--- config.mk ---
export PLATFORM = sky130hd
export DESIGN_NAME = and_circuit_sweep_ctrl
export DESIGN_NICKNAME = d
export VERILOG_FILES = /design/src/rtl/and_circuit_sweep_ctrl.sv
export SDC_FILE = /design/constraint.sdc
export NUM_CORES = 1
export LEC_CHECK = 0
export ABC_AREA = 0
export CELL_PAD_IN_SITES_DETAIL_PLACEMENT = 1
export CELL_PAD_IN_SITES_GLOBAL_PLACEMENT = 1
export CORE_ASPECT_RATIO = 2
export CORE_MARGIN = 2
export CORE_UTILIZATION = 39
export DETAILED_ROUTE_END_ITERATION = 7
export GPL_TIMING_DRIVEN = 0
export PLACE_DENSITY_LB_ADDON = 0.2
export RECOVER_POWER = 100
export SYNTH_ARGS = -nofsm -noshare
export SYNTH_HDL_FRONTEND = slang
export SYNTH_SLANG_ARGS = --single-unit
--- constraint.sdc ---
create_clock -name clk -period 2.9 [get_ports clk]
set_input_delay 0.58 -clock clk [delete_from_list [all_inputs] [get_ports clk]]
set_output_delay 0.58 -clock clk [all_outputs]
set_load 0.005 [all_outputs]
--- src/rtl/and_circuit_sweep_ctrl.sv ---
// ---------------------------------------------------------------------------
// and_circuit_sweep_ctrl
//
// Exhaustive-sweep sequencer for the 9-input / 4-control / 5-output AND-gate
// circuit block. For every selected control-pin configuration it drives all
// 2^N_IN input vectors. It waits SETTLE cycles after applying each vector,
// then folds the circuit's result bits into a 16-bit MISR signature.
//
// Ports
//   clk        in   rising-edge clock
//   rst_n      in   asynchronous active-low reset
//   start      in   one-cycle sweep request (honoured only when idle)
//   abort      in   terminate sweep; beats every other event
//   cfg_mask   in   [3:0] control bits to enumerate (latched on start)
//   cfg_fixed  in   [3:0] values of the non-enumerated control bits
//   res_in     in   [N_OUT-1:0] circuit outputs {t,n,r,k,m}
//   vec_out    out  [N_IN-1:0] circuit inputs a..i (bit 0 = a)
//   ctrl_out   out  [3:0] circuit controls in1..in4 (bit 0 = in1)
//   busy       out  sweep in progress
//   done       out  one-cycle completion pulse
//   signature  out  [15:0] MISR result, held until the next start
//   vec_cnt    out  [13:0] vectors sampled in the current/last sweep
//
// Optional build macro SWEEP_TRACE_EN adds:
//   trace_valid out  one pulse per sampled vector
//   trace_data  out  {ctrl_out, vec_out, res_in} captured at that sample
// ---------------------------------------------------------------------------
module and_circuit_sweep_ctrl #(
  parameter int          N_IN     = 9,
  parameter int          N_OUT    = 5,
  parameter int          SETTLE   = 2,
  parameter logic [15:0] SIG_SEED = 16'hFFFF
) (
  input  logic                      clk,
  input  logic                      rst_n,
  input  logic                      start,
  input  logic                      abort,
  input  logic [3:0]                cfg_mask,
  input  logic [3:0]                cfg_fixed,
  input  logic [N_OUT-1:0]          res_in,
  output logic [N_IN-1:0]           vec_out,
  output logic [3:0]                ctrl_out,
  output logic                      busy,
  output logic                      done,
  output logic [15:0]               signature,
`ifdef SWEEP_TRACE_EN
  output logic                      trace_valid,
  output logic [4+N_IN+N_OUT-1:0]   trace_data,
`endif
  output logic [13:0]               vec_cnt
);

  localparam logic [1:0] S_IDLE   = 2'd0;
  localparam logic [1:0] S_SETTLE = 2'd1;
  localparam logic [1:0] S_SAMPLE = 2'd2;
  localparam logic [1:0] S_DONE   = 2'd3;

  // With no settle interval a vector is sampled in the cycle right after it
  // is applied, so the SETTLE state is skipped entirely.
  localparam logic [1:0] S_AFTER_VEC = (SETTLE == 0) ? S_SAMPLE : S_SETTLE;

  localparam int            SW          = (SETTLE > 1) ? $clog2(SETTLE) : 1;
  localparam logic [SW-1:0] SETTLE_LAST = SW'((SETTLE > 0) ? (SETTLE - 1) : 0);

  localparam logic [15:0] MISR_POLY = 16'h1021;

  logic [1:0]      r_state;
  logic [SW-1:0]   r_settle_cnt;
  logic [3:0]      r_mask;
  logic [3:0]      r_fixed;
  logic [3:0]      r_cfg_cnt;
  logic [N_IN-1:0] r_vec;
  logic [3:0]      r_ctrl;
  logic            r_busy;
  logic            r_done;
  logic [15:0]     r_sig;
  logic [13:0]     r_vec_cnt;
`ifdef SWEEP_TRACE_EN
  logic                    r_trace_valid;
  logic [4+N_IN+N_OUT-1:0] r_trace_data;
`endif

  logic        w_vec_last;
  logic        w_cfg_last;
  logic [3:0]  w_cfg_cnt_next;
  logic [15:0] w_sig_next;

  assign w_vec_last = &r_vec;
  assign w_cfg_last = (r_cfg_cnt == r_mask);

  // Forcing the non-enumerated bits to 1 before the increment lets the carry
  // ripple straight through them, so only subsets of the mask are visited,
  // in ascending order.
  assign w_cfg_cnt_next = ((r_cfg_cnt | ~r_mask) + 4'd1) & r_mask;

  assign w_sig_next = {r_sig[14:0], 1'b0}
                    ^ (r_sig[15] ? MISR_POLY : 16'h0000)
                    ^ {{(16-N_OUT){1'b0}}, res_in};

  always_ff @(posedge clk or negedge rst_n) begin
    if (!rst_n) begin
      r_state      <= S_IDLE;
      r_settle_cnt <= '0;
      r_mask       <= 4'd0;
      r_fixed      <= 4'd0;
      r_cfg_cnt    <= 4'd0;
      r_vec        <= '0;
      r_ctrl       <= 4'd0;
      r_busy       <= 1'b0;
      r_done       <= 1'b0;
      r_sig        <= 16'h0000;
      r_vec_cnt    <= 14'd0;
`ifdef SWEEP_TRACE_EN
      r_trace_valid <= 1'b0;
      r_trace_data  <= '0;
`endif
    end else begin
      r_done <= 1'b0;
`ifdef SWEEP_TRACE_EN
      r_trace_valid <= 1'b0;
`endif
      if (abort) begin
        // Partial signature and count are kept for post-mortem inspection.
        r_state      <= S_IDLE;
        r_settle_cnt <= '0;
        r_busy       <= 1'b0;
        r_vec        <= '0;
        r_ctrl       <= 4'd0;
      end else begin
        case (r_state)
          S_IDLE: begin
            if (start) begin
              r_mask       <= cfg_mask;
              r_fixed      <= cfg_fixed;
              r_cfg_cnt    <= 4'd0;
              r_vec        <= '0;
              r_ctrl       <= cfg_fixed & ~cfg_mask;
              r_sig        <= SIG_SEED;
              r_vec_cnt    <= 14'd0;
              r_settle_cnt <= '0;
              r_busy       <= 1'b1;
              r_state      <= S_AFTER_VEC;
            end
          end

          S_SETTLE: begin
            if (r_settle_cnt == SETTLE_LAST) begin
              r_settle_cnt <= '0;
              r_state      <= S_SAMPLE;
            end else begin
              r_settle_cnt <= r_settle_cnt + SW'(1);
            end
          end

          S_SAMPLE: begin
            r_sig     <= w_sig_next;
            r_vec_cnt <= r_vec_cnt + 14'd1;
`ifdef SWEEP_TRACE_EN
            r_trace_valid <= 1'b1;
            r_trace_data  <= {r_ctrl, r_vec, res_in};
`endif
            if (!w_vec_last) begin
              r_vec   <= r_vec + 1'b1;
              r_state <= S_AFTER_VEC;
            end else if (!w_cfg_last) begin
              r_vec     <= '0;
              r_cfg_cnt <= w_cfg_cnt_next;
              r_ctrl    <= (r_fixed & ~r_mask) | (w_cfg_cnt_next & r_mask);
              r_state   <= S_AFTER_VEC;
            end else begin
              // Done is registered on entry so it is high exactly while in DONE.
              r_done  <= 1'b1;
              r_state <= S_DONE;
            end
          end

          S_DONE: begin
            r_busy  <= 1'b0;
            r_state <= S_IDLE;
          end

          default: r_state <= S_IDLE;
        endcase
      end
    end
  end

  assign vec_out   = r_vec;
  assign ctrl_out  = r_ctrl;
  assign busy      = r_busy;
  assign done      = r_done;
  assign signature = r_sig;
  assign vec_cnt   = r_vec_cnt;
`ifdef SWEEP_TRACE_EN
  assign trace_valid = r_trace_valid;
  assign trace_data  = r_trace_data;
`endif

endmodule

Word-level counts from Yosys, hierarchy flattened
Cells that the tools add are included.
- reductions and logical operators: 14
- $add $sub $neg: 4
- bitwise operators: 11
- equality and inequality tests: 12
- multiplexer cells: 36
- operators with widths (kind ; number):
    two-way mux 9 bit ; 4
    case mux 16 bit (2 select lines) ; 1
    two-way mux 4 bit ; 7
    case mux 14 bit (2 select lines) ; 1
    case mux 9 bit (2 select lines) ; 1
    AND 4 bit ; 4
    two-way mux 16 bit ; 1
    case mux 4 bit (2 select lines) ; 2
    bitwise XOR 16 x 13 -> 16 bit ; 1
    bitwise XOR 16 x 5 -> 16 bit ; 1
    adder 14 x 1 -> 14 bit, second input constant ; 1
    two-way mux 14 bit ; 1
    two-way mux 13 bit ; 1
    inequality test 3 bit, second input constant ; 4
    two-way mux 2 bit ; 5
    adder 9 x 1 -> 9 bit, second input constant ; 1
    two-way mux 1 bit ; 9
    AND reduction 3 bit ; 3
    AND reduction 9 bit ; 1
    nonzero test 3 bit ; 3
    inverter 4 bit ; 2
    bitwise OR 4 bit ; 2
    case mux 2 bit (4 select lines) ; 1
    inequality test 2 bit, second input constant ; 3
    other kinds (13) ; 17
- output and inout port bits: 45
- register bits after elaboration: 60

Depth between registers and ports, before layout
Gate-level depths: netlist (run 1).
- depth after elaboration: 10
- depth in mapped cells: 11
- gate-level depth less buffers: 9

Least setup slack after synthesis (run 1)
No wires, ideal clock.
- path type: reg2reg
- start: register r_vec[0], in the netlist vec_out[0]
- end: register r_vec[6], in the netlist vec_out[6]
- cell stages (with the launch flop): 12
- setup slack: 446 ps
- arrival: 2359 ps
- path through: dfrtp_1 -> ha_1 -> and3_1 -> nand3_1 -> nor2_1 -> ha_1 -> clkbuf_1 -> or4b_2 -> clkbuf_1 -> a31oi_1 -> o21ai_0 -> o31ai_1
- word-level cells in the longest chain between the ends: 4
- elaborated cells between the ends (all ways): 7
- classes of those cells: add/sub: 1; eq/ne: 1; mux: 3; reduce/logical: 2
- ends and longest elaborated chain (what ; line ; text):
    start: declaration ; 72 ; logic [N_IN-1:0] r_vec;
    start signal: assignment ; 163 ; r_vec <= r_vec + 1'b1;
    adder 9 x 1 -> 9 bit / AND reduction 9 bit (equally long branches) ; 163, 88 ;
    two-way mux 9 bit ; 162 ; if (!w_vec_last) begin
    case mux 9 bit (2 select lines) ; 130 ; case (r_state)
    two-way mux 9 bit ; 122 ; if (abort) begin
Parallel ways exist; a longest one is shown, timed or not.
A chain may end at the register's enable or synchronous reset.

Worst setup path after layout (run 1)
- start: register r_vec[0], in the netlist vec_out[0]
- end: register r_ctrl[2], in the netlist ctrl_out[2]
- word-level cells in the longest chain between the ends: 3
- ends and longest elaborated chain (what ; line ; text):
    AND reduction 9 bit ; 88 ; assign w_vec_last = &r_vec;
    inequality test 3 bit (no line) ; - ;
    AND reduction 4 bit (no line) ; - ;
    end signal: assignment ; 137 ; r_ctrl <= cfg_fixed & ~cfg_mask;
    end signal: assignment ; 168 ; r_ctrl <= (r_fixed & ~r_mask) | (w_cfg_cnt_next & r_mask);
    end: declaration ; 73 ; logic [3:0] r_ctrl;
Every way passes these cells.

==> metrics.csv, run 1 <==
stage,metric,value,unit
route,post_drt_wl_per_cell,17.0,microns
critical_path,rr_startpoint,vec_out[0],
clocking,cts_root_buf,clkbuf_16,
grt,grt_pass1_wl,14100,microns
synthesis,synth.top_cells.by_count,"dfrtp_1 (60), nand2_1 (46), nor2_1 (42)",
grt,gr-total-overflow,0,
critical_path,arrival,2810,ps
clocking,cts_htree_levels,3,
timing,worst_pin_slew,1240,ps
synthesis,synth_top_area_share,49.5,%
route,drtIter0Drc,79,
clocking,path_clk_slew,50,ps
placed_design,gp_congestion,0.751,
critical_path,slowest_stage,a32oi_1,
timing,final-setup-viol-count,0,
route,firstDrtPassIters,4,
floorplanning,ios,62,
route,drc_errors,0,
timing,skew,4.17,ps
worst_hold_path,hp-start,r_fixed[2],
synthesis,syn_inst,325,
status,status,"finished, final reports clean",
synthesis,syn_area_per_cell,9.32,sq um
timing,clock.fmax,387,MHz
grt,grt_start_max_net_pins,40,
floorplanning,die_y,129,microns
synthesis,ys_types,46,
critical_path,crit_path_max_fanout,8,
critical_path,start_kind,register,
synthesis,yosysSeqAreaShare,49.5,%
layout,antennaDiodeCount,0,
synthesis,synth_top_area_cell,dfrtp_1,
power_and_ir_drop,powerDensity,537,mW/mm^2
timing,finalHoldViolCount,0,
synthesis,yosys-top-cells-area,"dfrtp_1 (50%), nand2_1 (5.7%), nor2_1 (5.2%)",
clocking,clk_latency,330,ps
critical_path,reg2reg_setup_slack,310,ps
clocking,numClockSinks,60,
synthesis,yosys_most_used_dff,dfrtp_1,
timing,maxSlewHeadroom,17.6,%
power_and_ir_drop,vdd_drop_max,0.369,mV
route,viasPerCell,5.43,
worst_hold_path,whs_path_depth,2,
critical_path,end_kind,register,
synthesis,synth_most_common_cell,dfrtp_1,
critical_path,worst-endpoint-required,3130,ps
placed_design,io_buffers,61,
grt,grt_pass1_vias,2917,
critical_path,regToRegEndpoint,ctrl_out[2],
clocking,cts_buffer_depth,2,
power_and_ir_drop,power_leakage,0.00169,uW
floorplanning,die_area,0.00853,sq mm
flow_run,drv_cap,0,
timing,fin_crit_sh,89.2,%
synthesis,syn_nets,351,
timing,rsz0062_at_grt,no,
synthesis,synth_edf_count,0,
synthesis,async_flop_share,100,%
layout,syn_to_final_growth,32.7,%
grt,grt_use_total,21.9,%
timing,min_period,2590,ps
layout,drive_gt1_share,7.48,%
synthesis,yosys_warnings,0,
critical_path,r2r_cells,9,
critical_path,path_class,register to register,
floorplanning,rows,45,
placed_design,dp_hpwl,6080,microns
layout,finish.utilization,53.3,%
worst_hold_path,min-delay-path-class,register to register,
worst_hold_path,hold_end,r_fixed[2],
synthesis,synth_area,0.00303,sq mm
route,vias,2688,
critical_path,cpMostUsedCell,ha_1,
critical_path,path_cells,ha_1 -> and3_1 -> nand3_1 -> nor2_1 -> ha_1 -> clkbuf_1 -> a32oi_1 -> a31oi_1 -> a221oi_1,
floorplanning,initial_core_util,40.2,%
clocking,cts_buffers,9,
grt,antenna_found_initial,0,
layout,num-nets-final,423,
floorplanning,fp.dieW,66.3,microns
route,postRouteAntennaNets,0,
power_and_ir_drop,p_total,2160,uW
synthesis,synth_seq_cells,60,
timing,fin_setup_tns,0,ps
timing,drv_slew,0,
clocking,hold_buffers,0,
route,wl,8410,microns
critical_path,slowest_delay,650,ps
floorplanning,core,0.00754,sq mm
clocking,cts_tree,yes,
## what timing repair did
item / CTS / global route
resized for setup: 0 / 2
setup buffers: 0 / 0
setup endpoints to repair: 0 / 9
## worst max-delay path, delay by kind of cell (launching register included)
kind	cells	cell delay (ps)
AO/OA/AOI/OAI	3	1030
AND/OR/NAND/NOR	3	420
adder cells (fa/ha/maj)	2	410
flip-flops	1	410
buffers and inverters	1	210
## power by group
part	leakage, uW	switching [uW]	total, uW	internal (uW)
clock	0.000135	365	981	616
sequential	0.000737	35.2	911	876
combinational	0.000822	149	267	118
## cell families after synthesis
group / after synthesis / share of synthesized area (%)
compound gates: 65 / 13.0
xor+xnor: 15 / 4.34
fa+ha+maj: 9 / 3.72
buf+inv: 26 / 3.96
flops: 60 / 49.5
mux: 7 / 2.48
simple gates: 143 / 23.0
## worst max path at each step
stage	end	cells past startpoint	start	slack (ps)
final	ctrl_out[2]	9	vec_out[0]	310
after global routing	signature[0]	6	abort	90
after CTS	vec_out[6]	11	vec_out[0]	110
after detailed placement	vec_out[6]	11	vec_out[0]	130
after global placement	signature[0]	1	rst_n	-780
after floorplan	vec_out[6]	11	vec_out[0]	450
## state kept, by name, summed over array words and instances, names as in the netlist, 2 cells and up
signal and flops:
signature 16, vec_cnt 14, vec_out 9, ctrl_out 4
r_cfg_cnt 4, r_fixed 4, r_mask 4, r_state 2
## through the flow
stage	cells	area, sq um	setup slack, ps	hold slack (ps)
after floorplan	325	3030	446	284
after global placement	480	3760	-776	452
after detailed placement	481	3770	133	467
after CTS	496	4040	110	238
after global routing	495	4020	93.6	508
final	495	4020	313	479
## layout make-up
class,count,area [sq um]
Buffer,13,60.1
Clock buffer,13,260
Clock inverter,2,10.0
Fill cell,900,3520
Inverter,12,45.0
Multi-Input combinational cell,239,1420
Sequential cell,60,1500
Tap cell,94,118
Timing Repair Buffer,62,609
## cell usage in the layout, fill, tap and decap left out, drive strengths merged, types with 6 or more instances in the layout
cell type | netlist | final
ha | 9 | 9
a21oi | 19 | 19
xnor2 | 11 | 11
o31ai | 6 | 6
clkdlybuf4s50 | 0 | 13
dlygate4sd3 | 0 | 47
dfrtp | 60 | 60
nand4 | 7 | 7
nand2 | 46 | 46
o21ai | 18 | 18
nand3 | 9 | 9
inv | 12 | 12
a31oi | 10 | 10
nor2 | 42 | 42
clkbuf | 10 | 26
## metal layers
metal | vias to the layer above | wire length (microns) | global-route usage [%]
met5 | - | 0 | 0
met4 | 0 | 202 | 10.2
met3 | 16 | 289 | 4.63
met2 | 49 | 4650 | 39.4
met1 | 1345 | 3270 | 23.7
li1 | 1278 | - | -
Note: power is estimated with default switching activity, not from simulation.
==> inputs of run 2 (changes only) <==
--- a/config.mk
+++ b/config.mk
@@ -11,8 +11,8 @@
 export CORE_ASPECT_RATIO = 2
 export CORE_MARGIN = 2
 export CORE_UTILIZATION = 39
+export CTS_CLUSTER_SIZE = 25
 export DETAILED_ROUTE_END_ITERATION = 7
-export GPL_TIMING_DRIVEN = 0
 export PLACE_DENSITY_LB_ADDON = 0.2
 export RECOVER_POWER = 100
 export SYNTH_ARGS = -nofsm -noshare
==> run 2 against run 1 <==
Net effect: the flow now finishes with violations (capacitance limit, slew limit); utilization down 0.25 points; routed wire length is 1.9% lower; first-iteration DRC count down 16%; clock skew shrank 1.5 ps; cell area decreased by 0.47%; global-route usage decreased by 0.20 points; register-to-register slack got worse by 60 ps; critical path depth unchanged; worst setup slack worse by 62 ps; die area unchanged; clock power increased by 11%; power up 4.9%; critical endpoint is now vec_out[6].
==> metrics.csv, run 2 (synthesis results as in run 1) <==
stage,metric,value,unit
power_and_ir_drop,switchingPower,542,uW
grt,grtUsageMet1,24.1,%
worst_hold_path,min-delay-path-class,input port to asynchronous set/reset pin,
critical_path,r2r_cells,9,
layout,final_cells,488,
route,viasPerCell,5.43,
timing,worst_pin_slew,2260,ps
power_and_ir_drop,p_total,2260,uW
clocking,cts_htree_levels,3,
layout,fillers,875,
power_and_ir_drop,vdd_drop_max,0.350,mV
power_and_ir_drop,seqPwrFrac,40.4,%
power_and_ir_drop,clock_power_share,48.2,%
clocking,cts_buffer_depth,2,
critical_path,reg2reg_setup_slack,250,ps
layout,antennaDiodeCount,0,
clocking,cts_tree,yes,
floorplanning,ios,62,
layout,largest_reg_flops,16,
layout,mostFrequentLayoutCell,dfrtp_1,
layout,fin_area,0.00400,sq mm
route,post_drt_wl_per_cell,16.9,microns
layout,num-nets-final,416,
grt,met3_usage,5.77,%
layout,syn_to_final_growth,32.0,%
critical_path,worst-endpoint-required,3130,ps
grt,grtUsageMet2,39.0,%
grt,antenna_found_initial,0,
flow_run,drv_cap,1,
route,wl,8250,microns
power_and_ir_drop,sw_frac_of_total,23.9,%
clocking,cts_setup_buffers,0,
timing,clock.fmax,378,MHz
timing,min_period,2650,ps
grt,grt_start_max_net_pins,41,
floorplanning,die_area,0.00853,sq mm
timing,maxSlewHeadroom,-50.7,%
grt,grt_pass1_wl,14000,microns
placed_design,io_buffers,61,
floorplanning,die_y,129,microns
grt,grt_use_total,21.7,%
layout,drive_gt1_share,6.85,%
critical_path,path_class,register to register,
power_and_ir_drop,intPower,1720,uW
clocking,ctsResizeCount,0,
floorplanning,core,0.00754,sq mm
clocking,path_clk_slew,50,ps
critical_path,end_kind,register,
timing,rsz0062_at_grt,no,
grt,gr-total-overflow,0,
timing,finalHoldViolCount,0,
timing,skew,2.66,ps
route,drc_errors,0,
clocking,numClockSinks,60,
route,drtIter0Drc,66,
timing,fin_setup_tns,0,ps
placed_design,dp_cells,473,
grt,busiest_layer,met2,
timing,drv_slew,41,
grt,grt_pass1_vias,2913,
route,firstDrtPassIters,4,
placed_design,place_area,0.00373,sq mm
clocking,cts_root_buf,clkbuf_16,
layout,layout_common_cells,"dfrtp_1 (60), nand2_1 (46), dlygate4sd3_1 (46), nor2_1 (42), a21oi_1 (19)",
critical_path,crit_path_max_fanout,8,
clocking,clk_latency,330,ps
critical_path,start_kind,register,
timing,fin_crit_sh,91.3,%
floorplanning,initial_core_util,40.2,%
power_and_ir_drop,power_leakage,0.00169,uW
power_and_ir_drop,combinationalPowerShare,11.4,%
route,vias,2651,
status,status,"complete, but fails checks",
status,violations,"capacitance limit, slew limit",
power_and_ir_drop,powerDensity,566,mW/mm^2
placed_design,dp_hpwl,5780,microns
floorplanning,fp.dieW,66.3,microns
floorplanning,rows,45,
timing,final-setup-viol-count,0,
placed_design,gp_congestion,0.771,
critical_path,arrival,2880,ps
route,postRouteAntennaNets,0,
clocking,hold_buffers,0,
critical_path,regToRegEndpoint,vec_out[6],
clocking,cts_buffers,9,
layout,finish.utilization,53.0,%
critical_path,rr_startpoint,vec_out[0],
## run 2: stage by stage
stage	hold slack, ps	setup slack [ps]
6_report	29.7	251
5_1_grt	19.7	82.0
4_1_cts	17.8	239
3_5_place_dp	371	337
3_3_place_gp	374	408
2_1_floorplan	284	446
## run 2: power groups by stage
stage / clock [uW] / sequential, uW / combinational, uW
after global routing: 1160 / 922 / 291
after floorplan: 0 / 917 / 154
after CTS: 1120 / 916 / 274
after global placement: 0 / 927 / 259
after detailed placement: 0 / 929 / 269
final: 1090 / 915 / 258
## run 2: routing by layer
layer / share of wire, % / routed length [microns] / vias up
li1: - / - / 1263
met5: 0 / 0 / -
met1: 38 / 3170 / 1335
met2: 57 / 4700 / 46
met4: 1.5 / 121 / 0
met3: 3.2 / 262 / 7
## run 2: how the worst max path moves through the flow
stage / to / slack (ps) / cells after the start / from
floorplan: vec_out[6] / 450 / 11 / vec_out[0]
global placement: vec_cnt[13] / 410 / 5 / start
detailed placement: vec_out[6] / 340 / 9 / vec_out[0]
CTS: vec_out[6] / 240 / 9 / vec_out[0]
global route: r_cfg_cnt[0] / 80 / 2 / rst_n
finish: vec_out[6] / 250 / 9 / vec_out[0]
## run 2: cell type report
type | instances | area, sq um | area share (%)
clock buffer | 14 | 274 | 6.85
clock inverter | 1 | 30.0 | 0.750
inverter | 12 | 45.0 | 1.13
multi-input combinational | 239 | 1400 | 34.9
sequential | 60 | 1500 | 37.5
tap | 94 | 118 | 2.94
timing repair buffer | 68 | 636 | 15.9
## run 2: critical path, cell delays in order, from the launching register on
cell	delay, ps
dfrtp_1	420
ha_1	250
and3_1	230
nand3_1	120
nor2_1	60
ha_1	280
or4b_2	770
a31oi_1	210
o21ai_0	110
o31ai_1	100
